File: src/rtl/vga_capture_if.sv
// VGA capture bundle: incoming VGA pixel/sync lines and
// framebuffer write port plus lock/measurement status.
interface vga_capture_if;
  logic [3:0]  VGA_R;
  logic [3:0]  VGA_G;
  logic [3:0]  VGA_B;
  logic        VGA_HS;
  logic        VGA_VS;
  logic        FB_WE;
  logic [17:0] FB_ADDR;
  logic [11:0] FB_DATA;
  logic        LOCKED;
  logic        FRAME_DONE;
  logic [10:0] LINE_LEN;
  logic [9:0]  FRAME_LINES;

  modport master (
    output VGA_R, VGA_G, VGA_B, VGA_HS, VGA_VS,
    input  FB_WE, FB_ADDR, FB_DATA, LOCKED,
    input  FRAME_DONE, LINE_LEN, FRAME_LINES
  );

  modport slave (
    input  VGA_R, VGA_G, VGA_B, VGA_HS, VGA_VS,
    output FB_WE, FB_ADDR, FB_DATA, LOCKED,
    output FRAME_DONE, LINE_LEN, FRAME_LINES
  );
endinterface

File: src/rtl/vga_capture.sv
// VGA frame grabber: syncs VGA input, measures line/frame timing,
// locks onto the expected mode and writes visible pixels to a framebuffer.
// Ports: CLOCK, RESET (async, active high); vga (slave):
//   VGA_R/G/B/HS/VS in; FB_WE/ADDR/DATA, LOCKED, FRAME_DONE,
//   LINE_LEN, FRAME_LINES out.
module vga_capture #(
  parameter int hz_visible = 640,
  parameter int hz_whole   = 800,
  parameter int hz_start   = 49,
  parameter int vt_visible = 400,
  parameter int vt_whole   = 449,
  parameter int vt_start   = 35
) (
  input logic         CLOCK,
  input logic         RESET,
  vga_capture_if.slave vga
);

  typedef enum logic [1:0] {
    SEARCH, MEASURE, LOCK
  } state_e;

  localparam logic [10:0] HZ_LAST = 11'(hz_whole - 1);
  localparam logic [10:0] WDOG    = 11'(2 * hz_whole);
  localparam logic [10:0] X_LO    = 11'(hz_start);
  localparam logic [10:0] X_HI    = 11'(hz_start + hz_visible - 1);
  localparam logic [9:0]  VT_LAST = 10'(vt_whole - 1);
  localparam logic [9:0]  Y_LO    = 10'(vt_start);
  localparam logic [9:0]  Y_HI    = 10'(vt_start + vt_visible - 1);
  // sync word {R,G,B,HS,VS}; idle HS=1, VS=0
  localparam logic [13:0] SYNC_RST = 14'b10;

  state_e      state_q, state_d;
  logic [13:0] s1_q, s2_q;
  logic        hs3_q, vs3_q;
  logic [10:0] hc_q, hc_d;
  logic [9:0]  vc_q, vc_d;
  logic [10:0] len_q, len_d;
  logic [9:0]  lines_q, lines_d;
  logic        err_q, err_d;
  logic        full_q, full_d;
  logic        we_q, we_d;
  logic        done_q, done_d;
  logic [17:0] cnt_q, cnt_d;
  logic [17:0] fa_q, fa_d;
  logic [11:0] fdat_q, fdat_d;

  logic hs_rise, vs_fall;
  logic line_err, bad_frame, in_win;

  always_comb begin
    hs_rise   = s2_q[1] & ~hs3_q;
    vs_fall   = ~s2_q[0] & vs3_q;
    // a long-missing HS rise counts as a bad line
    line_err  = (hs_rise && hc_q != HZ_LAST) ||
                (!hs_rise && hc_q == WDOG);
    bad_frame = vs_fall && vc_q != VT_LAST;
    in_win    = state_q == LOCK &&
                hc_q >= X_LO && hc_q <= X_HI &&
                vc_q >= Y_LO && vc_q <= Y_HI;

    hc_d = hc_q;
    if (hs_rise)
      hc_d = '0;
    else if (hc_q != 11'h7FF)
      hc_d = hc_q + 11'd1;

    vc_d = vc_q;
    if (vs_fall)
      vc_d = '0;
    else if (hs_rise && vc_q != 10'h3FF)
      vc_d = vc_q + 10'd1;

    len_d   = hs_rise ? hc_q + 11'd1 : len_q;
    lines_d = vs_fall ? vc_q + 10'd1 : lines_q;

    state_d = state_q;
    err_d   = err_q;
    unique case (state_q)
      SEARCH: begin
        if (vs_fall) begin
          state_d = MEASURE;
          err_d   = 1'b0;
        end
      end
      MEASURE: begin
        if (vs_fall) begin
          err_d = 1'b0;
          if (!err_q && !line_err && !bad_frame)
            state_d = LOCK;
        end else if (line_err) begin
          err_d = 1'b1;
        end
      end
      LOCK: begin
        if (line_err || bad_frame)
          state_d = SEARCH;
      end
      default: state_d = SEARCH;
    endcase

    // full: LOCK held since the last frame boundary
    full_d = vs_fall ? (state_d == LOCK)
                     : (full_q && state_q == LOCK);
    done_d = vs_fall && state_q == LOCK &&
             full_q && state_d == LOCK;

    we_d   = in_win;
    fa_d   = fa_q;
    fdat_d = fdat_q;
    cnt_d  = cnt_q;
    if (in_win) begin
      fa_d   = cnt_q;
      fdat_d = s2_q[13:2];
      cnt_d  = cnt_q + 18'd1;
    end
    if (vs_fall)
      cnt_d = '0;
  end

  always_ff @(posedge CLOCK or posedge RESET) begin
    if (RESET) begin
      state_q <= SEARCH;
      s1_q    <= SYNC_RST;
      s2_q    <= SYNC_RST;
      hs3_q   <= 1'b1;
      vs3_q   <= 1'b0;
      hc_q    <= '0;
      vc_q    <= '0;
      len_q   <= '0;
      lines_q <= '0;
      err_q   <= 1'b0;
      full_q  <= 1'b0;
      we_q    <= 1'b0;
      done_q  <= 1'b0;
      cnt_q   <= '0;
      fa_q    <= '0;
      fdat_q  <= '0;
    end else begin
      state_q <= state_d;
      s1_q    <= {vga.VGA_R, vga.VGA_G, vga.VGA_B,
                  vga.VGA_HS, vga.VGA_VS};
      s2_q    <= s1_q;
      hs3_q   <= s2_q[1];
      vs3_q   <= s2_q[0];
      hc_q    <= hc_d;
      vc_q    <= vc_d;
      len_q   <= len_d;
      lines_q <= lines_d;
      err_q   <= err_d;
      full_q  <= full_d;
      we_q    <= we_d;
      done_q  <= done_d;
      cnt_q   <= cnt_d;
      fa_q    <= fa_d;
      fdat_q  <= fdat_d;
    end
  end

  assign vga.FB_WE       = we_q;
  assign vga.FB_ADDR     = fa_q;
  assign vga.FB_DATA     = fdat_q;
  assign vga.LOCKED      = state_q == LOCK;
  assign vga.FRAME_DONE  = done_q;
  assign vga.LINE_LEN    = len_q;
  assign vga.FRAME_LINES = lines_q;

endmodule

File: src/flat_wrapper.sv
// flat-port wrapper written by rule: the top's interface ports become plain ports
module vga_capture_flat 
#(
  parameter int hz_visible = 640,
  parameter int hz_whole   = 800,
  parameter int hz_start   = 49,
  parameter int vt_visible = 400,
  parameter int vt_whole   = 449,
  parameter int vt_start   = 35
)
  (CLOCK, RESET, vga_VGA_R, vga_VGA_G, vga_VGA_B, vga_VGA_HS, vga_VGA_VS, vga_FB_WE, vga_FB_ADDR, vga_FB_DATA, vga_LOCKED, vga_FRAME_DONE, vga_LINE_LEN, vga_FRAME_LINES);
  vga_capture_if vga_i ();
  input logic CLOCK;
  input logic RESET;
  input wire logic [$bits(vga_i.VGA_R)-1:0] vga_VGA_R;
  input wire logic [$bits(vga_i.VGA_G)-1:0] vga_VGA_G;
  input wire logic [$bits(vga_i.VGA_B)-1:0] vga_VGA_B;
  input wire logic [$bits(vga_i.VGA_HS)-1:0] vga_VGA_HS;
  input wire logic [$bits(vga_i.VGA_VS)-1:0] vga_VGA_VS;
  output wire logic [$bits(vga_i.FB_WE)-1:0] vga_FB_WE;
  output wire logic [$bits(vga_i.FB_ADDR)-1:0] vga_FB_ADDR;
  output wire logic [$bits(vga_i.FB_DATA)-1:0] vga_FB_DATA;
  output wire logic [$bits(vga_i.LOCKED)-1:0] vga_LOCKED;
  output wire logic [$bits(vga_i.FRAME_DONE)-1:0] vga_FRAME_DONE;
  output wire logic [$bits(vga_i.LINE_LEN)-1:0] vga_LINE_LEN;
  output wire logic [$bits(vga_i.FRAME_LINES)-1:0] vga_FRAME_LINES;
  assign vga_i.VGA_R = vga_VGA_R;
  assign vga_i.VGA_G = vga_VGA_G;
  assign vga_i.VGA_B = vga_VGA_B;
  assign vga_i.VGA_HS = vga_VGA_HS;
  assign vga_i.VGA_VS = vga_VGA_VS;
  assign vga_FB_WE = vga_i.FB_WE;
  assign vga_FB_ADDR = vga_i.FB_ADDR;
  assign vga_FB_DATA = vga_i.FB_DATA;
  assign vga_LOCKED = vga_i.LOCKED;
  assign vga_FRAME_DONE = vga_i.FRAME_DONE;
  assign vga_LINE_LEN = vga_i.LINE_LEN;
  assign vga_FRAME_LINES = vga_i.FRAME_LINES;
  vga_capture #(.hz_visible(hz_visible), .hz_whole(hz_whole), .hz_start(hz_start), .vt_visible(vt_visible), .vt_whole(vt_whole), .vt_start(vt_start)) u_core (.CLOCK(CLOCK), .RESET(RESET), .vga(vga_i));
endmodule
File: config.mk
export PLATFORM = sky130hd
export DESIGN_NAME = vga_capture_flat
export DESIGN_NICKNAME = d
export VERILOG_FILES = /design/src/rtl/vga_capture_if.sv /design/src/rtl/vga_capture.sv /design/src/flat_wrapper.sv
export SDC_FILE = /design/constraint.sdc
export NUM_CORES = 1
export LEC_CHECK = 0
export ABC_AREA = 1
export CAP_MARGIN = 20
export CORE_ASPECT_RATIO = 0.5
export CORE_MARGIN = 2
export CORE_UTILIZATION = 45
export CTS_BUF_LIST = sky130_fd_sc_hd__clkbuf_8 sky130_fd_sc_hd__clkbuf_16
export CTS_CLUSTER_SIZE = 8
export DETAILED_ROUTE_END_ITERATION = 6
export PLACE_DENSITY = 0.74
export REMOVE_ABC_BUFFERS = 1
export SETUP_SLACK_MARGIN = 0.15
export SLEW_MARGIN = 0
export SYNTH_ARGS = -nofsm -noshare
export SYNTH_HDL_FRONTEND = slang
export SYNTH_SLANG_ARGS = --single-unit
File: constraint.sdc
create_clock -name CLOCK -period 3.9 [get_ports CLOCK]
set_input_delay 0.78 -clock CLOCK [delete_from_list [all_inputs] [get_ports CLOCK]]
set_output_delay 0.78 -clock CLOCK [all_outputs]
set_load 0.01 [all_outputs]
==> results of run 1 <==
## report_power, final
group          switching [mW]  internal (mW)  leakage (nW)
clock network           0.623           1.03         0.300
registers              0.0458           1.38          1.67
logic                   0.155          0.111          1.45
total                   0.824           2.51          3.42
## critical path, stage by stage (launching register included)
cell             delay (ns)
dfrtp_1                0.36
inv_1                  0.08
nand2_1                0.12
inv_1                  0.13
clkdlybuf4s50_1        0.56
## synthesized netlist by cell type
master | count | area (µm²)
a21oi_4 | 1 | 16.3
nor3b_1 | 1 | 7.51
xnor2_1 | 2 | 17.5
buf_6 | 8 | 90.1
nor3_1 | 3 | 15.0
o21ai_2 | 2 | 17.5
dfrtp_1 | 123 | 3080
nor2_1 | 44 | 165
nand4_4 | 2 | 42.5
inv_2 | 7 | 26.3
o22ai_1 | 5 | 31.3
nor3_2 | 1 | 10.0
o21ai_1 | 16 | 80.1
nand4_1 | 7 | 43.8
buf_1 | 1 | 3.75
dfstp_2 | 3 | 78.8
nand3_2 | 3 | 30.0
inv_1 | 50 | 188
nor2_2 | 5 | 31.3
nand2_4 | 3 | 33.8
or2_4 | 1 | 8.76
nand3_1 | 62 | 310
clkbuf_1 | 3 | 11.3
buf_4 | 3 | 22.5
nand2_2 | 3 | 18.8
buf_2 | 4 | 20.0
a21oi_1 | 8 | 40.0
ha_1 | 7 | 87.6
nor2_4 | 2 | 22.5
xor2_1 | 26 | 228
nand2_1 | 196 | 736
nor3_4 | 1 | 16.3
o21ai_0 | 13 | 65.1
## layout make-up
class	count	share of cell area, %
Clock buffer	17	6.07
Clock inverter	15	2.82
Inverter	57	3.09
Multi-Input combinational cell	414	29.6
Sequential cell	126	45.1
Tap cell	165	2.95
Timing Repair Buffer	72	10.4
## routing by layer
| metal | routed length, µm | GRT usage, % | vias to the layer above |
|---|---|---|---|
| li1 | - | - | 2099 |
| met4 | 72 | 6.11 | 0 |
| met5 | 0 | 0 | - |
| met3 | 422 | 5.09 | 6 |
| met1 | 5050 | 23.2 | 1984 |
| met2 | 5520 | 30.1 | 71 |
## per-stage QoR
stage	util [%]	power, mW	worst slack [ns]
global placement	53.2	1.70	1.77
detailed placement	53.2	1.71	1.69
finish	58.4	3.34	1.47
global route	58.4	3.48	1.39
floorplan	-	1.59	-0.231
CTS	58.4	3.37	1.45
## cell families after synthesis
| logic type | after synthesis | share of synthesized area (%) |
|---|---|---|
| and+or+nand+nor | 334 | 26.7 |
| AOI/OAI and AO/OA | 45 | 4.47 |
| DFF | 126 | 56.4 |
| xor gates and xnor gates | 28 | 4.38 |
| buffers and inverters | 76 | 6.47 |
| adders and majority gates | 7 | 1.57 |
## final timing paths
check,start,end,slack [ns],depth (start not counted)
hold reg to reg,u_core.s1_q[11],u_core.s2_q[11],0.35,0
min in group asynchronous,RESET,u_core.vga.LINE_LEN[6],0.82,2
setup / recovery,u_core.state_q[0],vga_LOCKED,1.47,4
setup reg to reg,u_core.hc_q[1],u_core.cnt_q[7],1.61,10
hold / removal,u_core.s1_q[11],u_core.s2_q[11],0.35,0
max in group asynchronous,RESET,u_core.vga.FB_ADDR[10],2.25,3
## flip-flops by register name, summed over array words and instances, names as in the netlist, 2 cells and up
signal and flops:
u_core.cnt_q 18, u_core.vga.FB_ADDR 18, u_core.s1_q 14, u_core.s2_q 14
u_core.vga.FB_DATA 12, u_core.hc_q 11, u_core.vga.LINE_LEN 11, u_core.vc_q 10
u_core.vga.FRAME_LINES 10, u_core.state_q 2
==> out/qor.yml, run 1 <==
cells_and_area:
  ff_latch_area_um2: 3160
  diodes: 0
  final_common_cell: "nand2_1"
  stdcell_count: 866
  final_cell_mix: "nand2_1 (196), dfrtp_1 (123), clkdlybuf4s50_1 (69)"
  final_layout_size_suffix_gt1_share_pct: 9.99
  final_area_um2: 7000
  multi_input_area_um2: 2070
  area_delta_synth_final_pct: 25.2
  fin_nets: 711
  fillers: 1023
sta:
  fin_crit_ns: 2.43
  slew_viol_final: 0
  fin_crit_sh_pct: 62.3
  hold_slack_ns: 0.348
  finalHoldViolCount: 0
  setup_tns_ns: 0
  tightest_slew_ns: 0.953
  final.setup_skew_ns: 0.0117
  rsz0062_at_grt: "no"
  setup_viol: 0
  max_freq_mhz: 412
  maxSlewHeadroom_pct: 36.3
place:
  dpl.hpwl_um: 7100
  place_inst: 834
  gp_congestion: 0.857
  placed_area_um2: 6380
  portBuffers: 69
floorplanning:
  rows: 28
  die_area_um2: 13400
  initial_core_util_pct: 46.7
  fp.dieW_um: 162
  die_h_um: 82.8
  io_pins: 70
  core-area_um2: 12000
setup_path:
  startpoint_type: "flop"
  cp-end-kind: "primary output"
  cp_max_fo: 3
  arrival_ns: 1.65
  critical_path_required_ns: 3.12
  crit_type: "flop to primary output"
hold_path:
  min_path_type: "flop to flop"
clocking:
  numCtsBuffers: 17
  clk_path_buf_depth: 2
  cts_tree: "built"
  cts_hold_buf: 0
  clk_pin_slew_ns: 0.06
  cts_num_sinks: 126
  post-cts-setup-buffer-count: 0
  post_cts_resized: 0
  insertion_delay_ns: 0.41
  cts_root_buf: "clkbuf_16"
  cts-htree-levels: 4
global_route:
  grt_overflow: 0
  grtUsageTotal_pct: 18.2
  grt_max_degree: 74
  antenna_found_initial: 0
  grt_pass1_vias: 4251
  grt_pass1_wl_um: 19700
synthesis:
  synth_area_per_cell_um2: 9.08
  netlist_instances: 616
  synth_area_um2: 5590
  yosys_warnings: 0
  ys_ff_latch: 126
  synth.distinct_cells: 33
  yosysSeqAreaShare_pct: 56.4
route:
  via_per_inst: 4.80
  drt_iter0_drc: 246
  ant_nets: 0
  vias: 4160
  drt_first_pass_iters: 4
  wl_per_cell_um: 12.8
  drt_drc_violations_left: 0
  wirelength_um: 11100
pwr:
  vdd_drop_max_mv: 0.358
  p_leak_nw: 3.42
  power_density_nw_per_um2: 477
run_status:
  status: "complete, no violations"
job:
  cap_violations: 0
Note: power is estimated with default switching activity, not from simulation.
==> run 2: changes to the inputs <==
==> constraint.sdc (replaced) <==
create_clock -name CLOCK -period 2.11 [get_ports CLOCK]
set_input_delay 0.422 -clock CLOCK [delete_from_list [all_inputs] [get_ports CLOCK]]
set_output_delay 0.422 -clock CLOCK [all_outputs]
set_load 0.01 [all_outputs]
==> run 2 against run 1 <==
Effect of this change:
- final area grew 1.4%
- utilization grew 0.84 points
- sequential cell count is the same
- setup slack lost 1.2 ns
- non-clock buffer count grew 7
- sequential power grew 85%
- first-iteration DRC count grew 29%
==> out/qor.yml, run 2 (synthesis gave the netlist of run 1 again) <==
run_status:
  status: "complete, no violations"
clocking:
  insertion_delay_ns: 0.41  # about the same
  cts_num_sinks: 126  # unchanged
  clk_pin_slew_ns: 0.06  # about the same
  numCtsBuffers: 17  # unchanged
  cts_hold_buf: 0  # unchanged
  cts-htree-levels: 4  # unchanged
  cts_root_buf: "clkbuf_16"
  post_cts_resized: 1  # +1
  clk_path_buf_depth: 2  # unchanged
  cts_tree: "built"
  post-cts-setup-buffer-count: 0  # unchanged
cells_and_area:
  multi_input_area_um2: 2070  # unchanged
  final_area_um2: 7100  # +1.4%
  final_common_cell: "nand2_1"
  area_delta_synth_final_pct: 27.0
  final_cell_mix: "nand2_1 (196), dfrtp_1 (123), clkdlybuf4s50_1 (68)"
  ff_latch_area_um2: 3160  # unchanged
  final_layout_size_suffix_gt1_share_pct: 11.0  # +1.0 points
  fin_nets: 718  # +0.98%
  diodes: 0  # unchanged
  final_core_util_pct: 59.3  # +0.84 points
  fillers: 1028  # +0.49%
sta:
  maxSlewHeadroom_pct: 67.4  # +31 points
  tightest_slew_ns: 0.489  # -0.464 ns
  rsz0062_at_grt: "no"
  hold_slack_ns: 0.346  # -0.00206 ns
  fin_crit_ns: 1.80
  fin_crit_sh_pct: 85.4
  setup_viol: 0  # unchanged
  worst_slack_ns: 0.307  # -1.16 ns
  finalHoldViolCount: 0  # unchanged
  slew_viol_final: 0  # unchanged
  final.setup_skew_ns: 0.00469  # -0.00705 ns
  max_freq_mhz: 555
place:
  portBuffers: 69  # unchanged
  place_ws_ns: 0.313  # -1.37 ns
  placed_area_um2: 6480  # +1.6%
  gp_congestion: 0.902  # +5.3%
  dpl.hpwl_um: 7520  # +5.9%
route:
  vias: 4213  # +1.3%
  ant_nets: 0  # unchanged
  wirelength_um: 11400  # +2.8%
  drt_iter0_drc: 318  # +29%
  drt_drc_violations_left: 0  # unchanged
  wl_per_cell_um: 13.0  # +1.9%
  via_per_inst: 4.83  # +0.46%
  drt_first_pass_iters: 4  # unchanged
setup_path:
  crit_type: "flop to primary output"
  ff2ff_path_depth: 6  # -4
  critical_path_required_ns: 1.69  # -1.43 ns
  cp_max_fo: 3  # unchanged
  startpoint_type: "flop"
  slowest_delay_ns: 0.35  # -0.21 ns
  crit_top_cell: "inv_1"
  arrival_ns: 1.38  # -0.27 ns
  cp-end-kind: "primary output"
  slowest_stage: "dfrtp_1"
  crit_chain: "inv_1 > nand2_1 > inv_1 > dlygate4sd2_1"
floorplanning:
  die_h_um: 82.8  # unchanged
  initial_core_util_pct: 46.7  # unchanged
  rows: 28  # unchanged
  core-area_um2: 12000  # unchanged
  io_pins: 70  # unchanged
  die_area_um2: 13400  # unchanged
  fp.dieW_um: 162  # unchanged
pwr:
  power_density_nw_per_um2: 870  # +83%
  internal-power_mw: 4.67  # +86%
  pwr-share-comb_pct: 8.2  # +0.2 points
  sw_frac_of_total_pct: 24.4  # -0.27 points
  p_clk_share_pct: 49.3  # about the same
  p_total_mw: 6.18  # +85%
  vdd_drop_max_mv: 0.568  # +59%
  switchingPower_mw: 1.51  # +83%
  seqPwrFrac_pct: 42.4  # -0.2 points
  p_leak_nw: 3.48  # +1.6%
global_route:
  grt_max_degree: 55  # -26%
  use_met3_pct: 4.35  # -0.75 points
  grt_overflow: 0  # unchanged
  grtUsageTotal_pct: 18.6  # +0.46 points
  busiest_layer: "met2"
  antenna_found_initial: 0  # unchanged
  grt_pass1_vias: 4257  # +0.14%
  use_met2_pct: 31.9  # +1.9 points
  met1_usage_pct: 23.1  # -0.12 points
  grt_pass1_wl_um: 20100  # +1.7%
hold_path:
  min_path_type: "flop to flop"
  whs_path_depth: 0  # unchanged
job:
  cap_violations: 0  # unchanged
run 2: cell count changes in the layout (fill, tap and decap cells not counted), sizes merged:
cell | previous run | this run
buf | 3 | 10
clkinv | 2 | 5
inv | 65 | 61
dlygate4sd2 | 0 | 1
clkdlybuf4s50 | 69 | 68
clkbuf | 17 | 18
run 2: final cells by class:
type | instances | area share (%)
well taps | 165 | 2.91
inverters | 57 | 3.05
clock inverters | 14 | 2.57
clock buffers | 18 | 6.18
flip-flops and latches | 126 | 44.4
repair buffers | 79 | 11.6
multi-input cells | 414 | 29.2
run 2: metal layers:
metal / wire (µm) / vias up
met2: 5750 / 88
met4: 167 / 0
met5: 0 / -
li1: - / 2113
met3: 420 / 16
met1: 5030 / 1996
run 2: worst paths after layout:
kind / from / endpoint / slack [ns]
worst max register to register: u_core.hc_q[0] / u_core.hc_q[0] / 0.34
worst min-delay path: u_core.s1_q[9] / u_core.s2_q[9] / 0.35
min in group asynchronous: RESET / u_core.vga.LINE_LEN[3] / 0.38
worst min register to register: u_core.s1_q[9] / u_core.s2_q[9] / 0.35
max in group asynchronous: RESET / u_core.hc_q[7] / 1.18
worst max-delay path: u_core.state_q[0] / vga_LOCKED / 0.31
run 2: power by group through the flow:
stage / Combinational [mW] / Sequential (mW) / Clock (mW)
global route: 0.577 / 2.64 / 3.25
global placement: 0.491 / 2.66 / 0
floorplan: 0.272 / 2.67 / 0
detailed placement: 0.506 / 2.67 / 0
finish: 0.508 / 2.62 / 3.05
CTS: 0.515 / 2.62 / 3.12
run 2: worst max-delay path, delay by kind of cell (launching register included):
| family | cells | cell delay, ns |
|---|---|---|
| buffers and inverters | 3 | 0.48 |
| and+or+nand+nor | 1 | 0.14 |
| DFF | 1 | 0.35 |
run 2: per-stage QoR:
stage               cells  TNS [ns]
floorplan             597   -206.83
global placement      841         0
detailed placement    841         0
CTS                   873         0
global route          873         0
finish                873         0
==> run 3: changes to the inputs <==
--- a/config.mk
+++ b/config.mk
@@ -14,6 +14,7 @@
 export CTS_CLUSTER_SIZE = 8
 export DETAILED_ROUTE_END_ITERATION = 6
 export PLACE_DENSITY = 0.74
+export RECOVER_POWER = 100
 export REMOVE_ABC_BUFFERS = 1
 export SETUP_SLACK_MARGIN = 0.15
 export SLEW_MARGIN = 0
==> run 3 against run 2 <==
Effect of this change:
- count of clock-buffer cells in the layout is the same
- routed wire length grew 0.12%
- clock skew is essentially flat
- sequential power is essentially flat
- sequential cell count is the same
- setup slack lost 0.081 ns
- total power shrank 0.41%
- utilization shrank 0.32 points
- final area shrank 0.55%
- critical path type is now flop to flop
==> out/qor.yml, run 3 (synthesis gave the netlist of run 1 again) <==
run_status:
  status: "complete, no violations"
global_route:
  grtUsageTotal_pct: 18.6  # unchanged
  grt_pass1_vias: 4257  # unchanged
  grt_overflow: 0  # unchanged
  antenna_found_initial: 0  # unchanged
  grt_pass1_wl_um: 20100  # unchanged
  grt_max_degree: 55  # unchanged
clocking:
  cts_num_sinks: 126  # unchanged
  cts_tree: "built"
  numCtsBuffers: 17  # unchanged
  cts_root_buf: "clkbuf_16"
  cts_hold_buf: 0  # unchanged
  insertion_delay_ns: 0.41  # about the same
  clk_path_buf_depth: 2  # unchanged
  cts-htree-levels: 4  # unchanged
  clk_pin_slew_ns: 0.06  # about the same
floorplanning:
  fp.dieW_um: 162  # unchanged
  core-area_um2: 12000  # unchanged
  rows: 28  # unchanged
  initial_core_util_pct: 46.7  # unchanged
  die_h_um: 82.8  # unchanged
  die_area_um2: 13400  # unchanged
  io_pins: 70  # unchanged
sta:
  fin_crit_ns: 1.88  # +0.0810 ns
  finalHoldViolCount: 0  # unchanged
  tightest_slew_ns: 1.37  # +0.876 ns
  rsz0062_at_grt: "no"
  fin_crit_sh_pct: 89.3  # +3.8 points
  hold_slack_ns: 0.347  # +0.000400 ns
  setup_viol: 0  # unchanged
  slew_viol_final: 0  # unchanged
  max_freq_mhz: 531  # -4.3%
  final.setup_skew_ns: 0.00500  # +0.000308 ns
  maxSlewHeadroom_pct: 8.85  # -59 points
setup_path:
  critical_path_required_ns: 2.44  # +0.75 ns
  r2r_start: "u_core.vc_q[2]"
  cp-end-kind: "flop"
  crit_type: "flop to flop"
  r2r_slack_ns: 0.23  # -0.11 ns
  startpoint_type: "flop"
  arrival_ns: 2.21  # +0.83 ns
  ff2ff_path_depth: 6  # unchanged
  r2r-end: "u_core.vc_q[9]"
  cp_max_fo: 6  # +3
  startpoint: "u_core.vc_q[2]"
  crit_end: "u_core.vc_q[9]"
route:
  drt_drc_violations_left: 0  # unchanged
  wirelength_um: 11400  # +0.12%
  ant_nets: 0  # unchanged
  vias: 4201  # -0.28%
  wl_per_cell_um: 13.0  # +0.12%
  drt_iter0_drc: 290  # -8.8%
  drt_first_pass_iters: 4  # unchanged
  via_per_inst: 4.81  # -0.28%
place:
  dpl.hpwl_um: 7520  # unchanged
  portBuffers: 69  # unchanged
  gp_congestion: 0.902  # unchanged
cells_and_area:
  fin_nets: 718  # unchanged
  final_layout_size_suffix_gt1_share_pct: 10.0  # -0.99 points
  final_core_util_pct: 59.0  # -0.32 points
  area_delta_synth_final_pct: 26.3
  final_cell_mix: "nand2_1 (198), dfrtp_1 (123), dlygate4sd3_1 (68)"
  final_common_cell: "nand2_1"
  diodes: 0  # unchanged
hold_path:
  min_path_type: "flop to flop"
pwr:
  vdd_drop_max_mv: 0.569  # +0.27%
  power_density_nw_per_um2: 871  # +0.14%
  p_leak_nw: 3.66  # +5.1%
job:
  cap_violations: 0  # unchanged
==> run 3: changes by cell type in the layout (fill, tap and decap cells not counted), moves of 2 or more <==
| cell | previous run | this run |
|---|---|---|
| nand2_1 | 196 | 198 |
| o21ai_1 | 16 | 4 |
| clkdlybuf4s50_1 | 68 | 0 |
| nand3_1 | 62 | 64 |
| dlygate4sd3_1 | 0 | 68 |
| o21ai_0 | 13 | 25 |
| nand3_2 | 3 | 1 |
==> run 3: how the worst min path moves through the flow <==
| stage | end | from | slack (ns) | cells past startpoint |
|---|---|---|---|---|
| 2_1_floorplan | u_core.s2_q[0] | u_core.s1_q[0] | 0.33 | 0 |
| 4_1_cts | u_core.s2_q[12] | u_core.s1_q[12] | 0.35 | 0 |
| 5_1_grt | u_core.s2_q[12] | u_core.s1_q[12] | 0.35 | 0 |
| 6_report | u_core.s2_q[4] | u_core.s1_q[4] | 0.35 | 0 |
| 3_3_place_gp | u_core.s2_q[12] | u_core.s1_q[12] | 0.33 | 0 |
| 3_5_place_dp | u_core.s2_q[12] | u_core.s1_q[12] | 0.33 | 0 |
==> run 3: report_power, final <==
part | total, mW | internal [mW] | switching (mW)
registers | 2.62 | 2.54 | 0.0740
logic | 0.480 | 0.192 | 0.288
clock network | 3.06 | 1.91 | 1.14
==> run 3: critical path, cell delays in order (launching register included) <==
cell and delay, ns:
dfrtp_1 0.47, inv_1 0.09, nor3_1 0.53, nand3_1 0.18
o21ai_0 0.34, nand2_1 0.11, o21ai_0 0.09
==> run 3: final cells by class <==
class	count	area [µm²]
clock inverter	14	183
multi-input combinational	414	2050
clock buffer	18	439
inverter	57	214
fill	1036	4920
timing repair buffer	79	816
sequential	126	3160
tap	165	206
==> run 3: repair_timing <==
item	CTS	global route
setup buffers	0	0
setup endpoints to repair	1	12
pin swaps	0	0
gates resized for setup	1	1
==> run 3: metrics by stage <==
| step | instance area (µm²) | worst slack [ns] | cells | power, mW | setup TNS (ns) |
|---|---|---|---|---|---|
| global route | 7060 | 0.0901 | 873 | 6.44 | 0 |
| CTS | 7100 | 0.274 | 873 | 6.25 | 0 |
| finish | 7060 | 0.226 | 873 | 6.15 | 0 |
| floorplan | 5450 | -1.66 | 597 | 2.94 | -206.83 |
| detailed placement | 6480 | 0.313 | 841 | 3.17 | 0 |
| global placement | 6480 | 0.436 | 841 | 3.15 | 0 |
==> run 3: metal layers <==
metal	part of all wire (%)	vias to the layer above	track usage, %
li1	-	2113	-
met1	44	1977	23.1
met2	50	94	31.9
met3	4.0	17	4.35
met4	1.5	0	7.08
met5	0	-	0
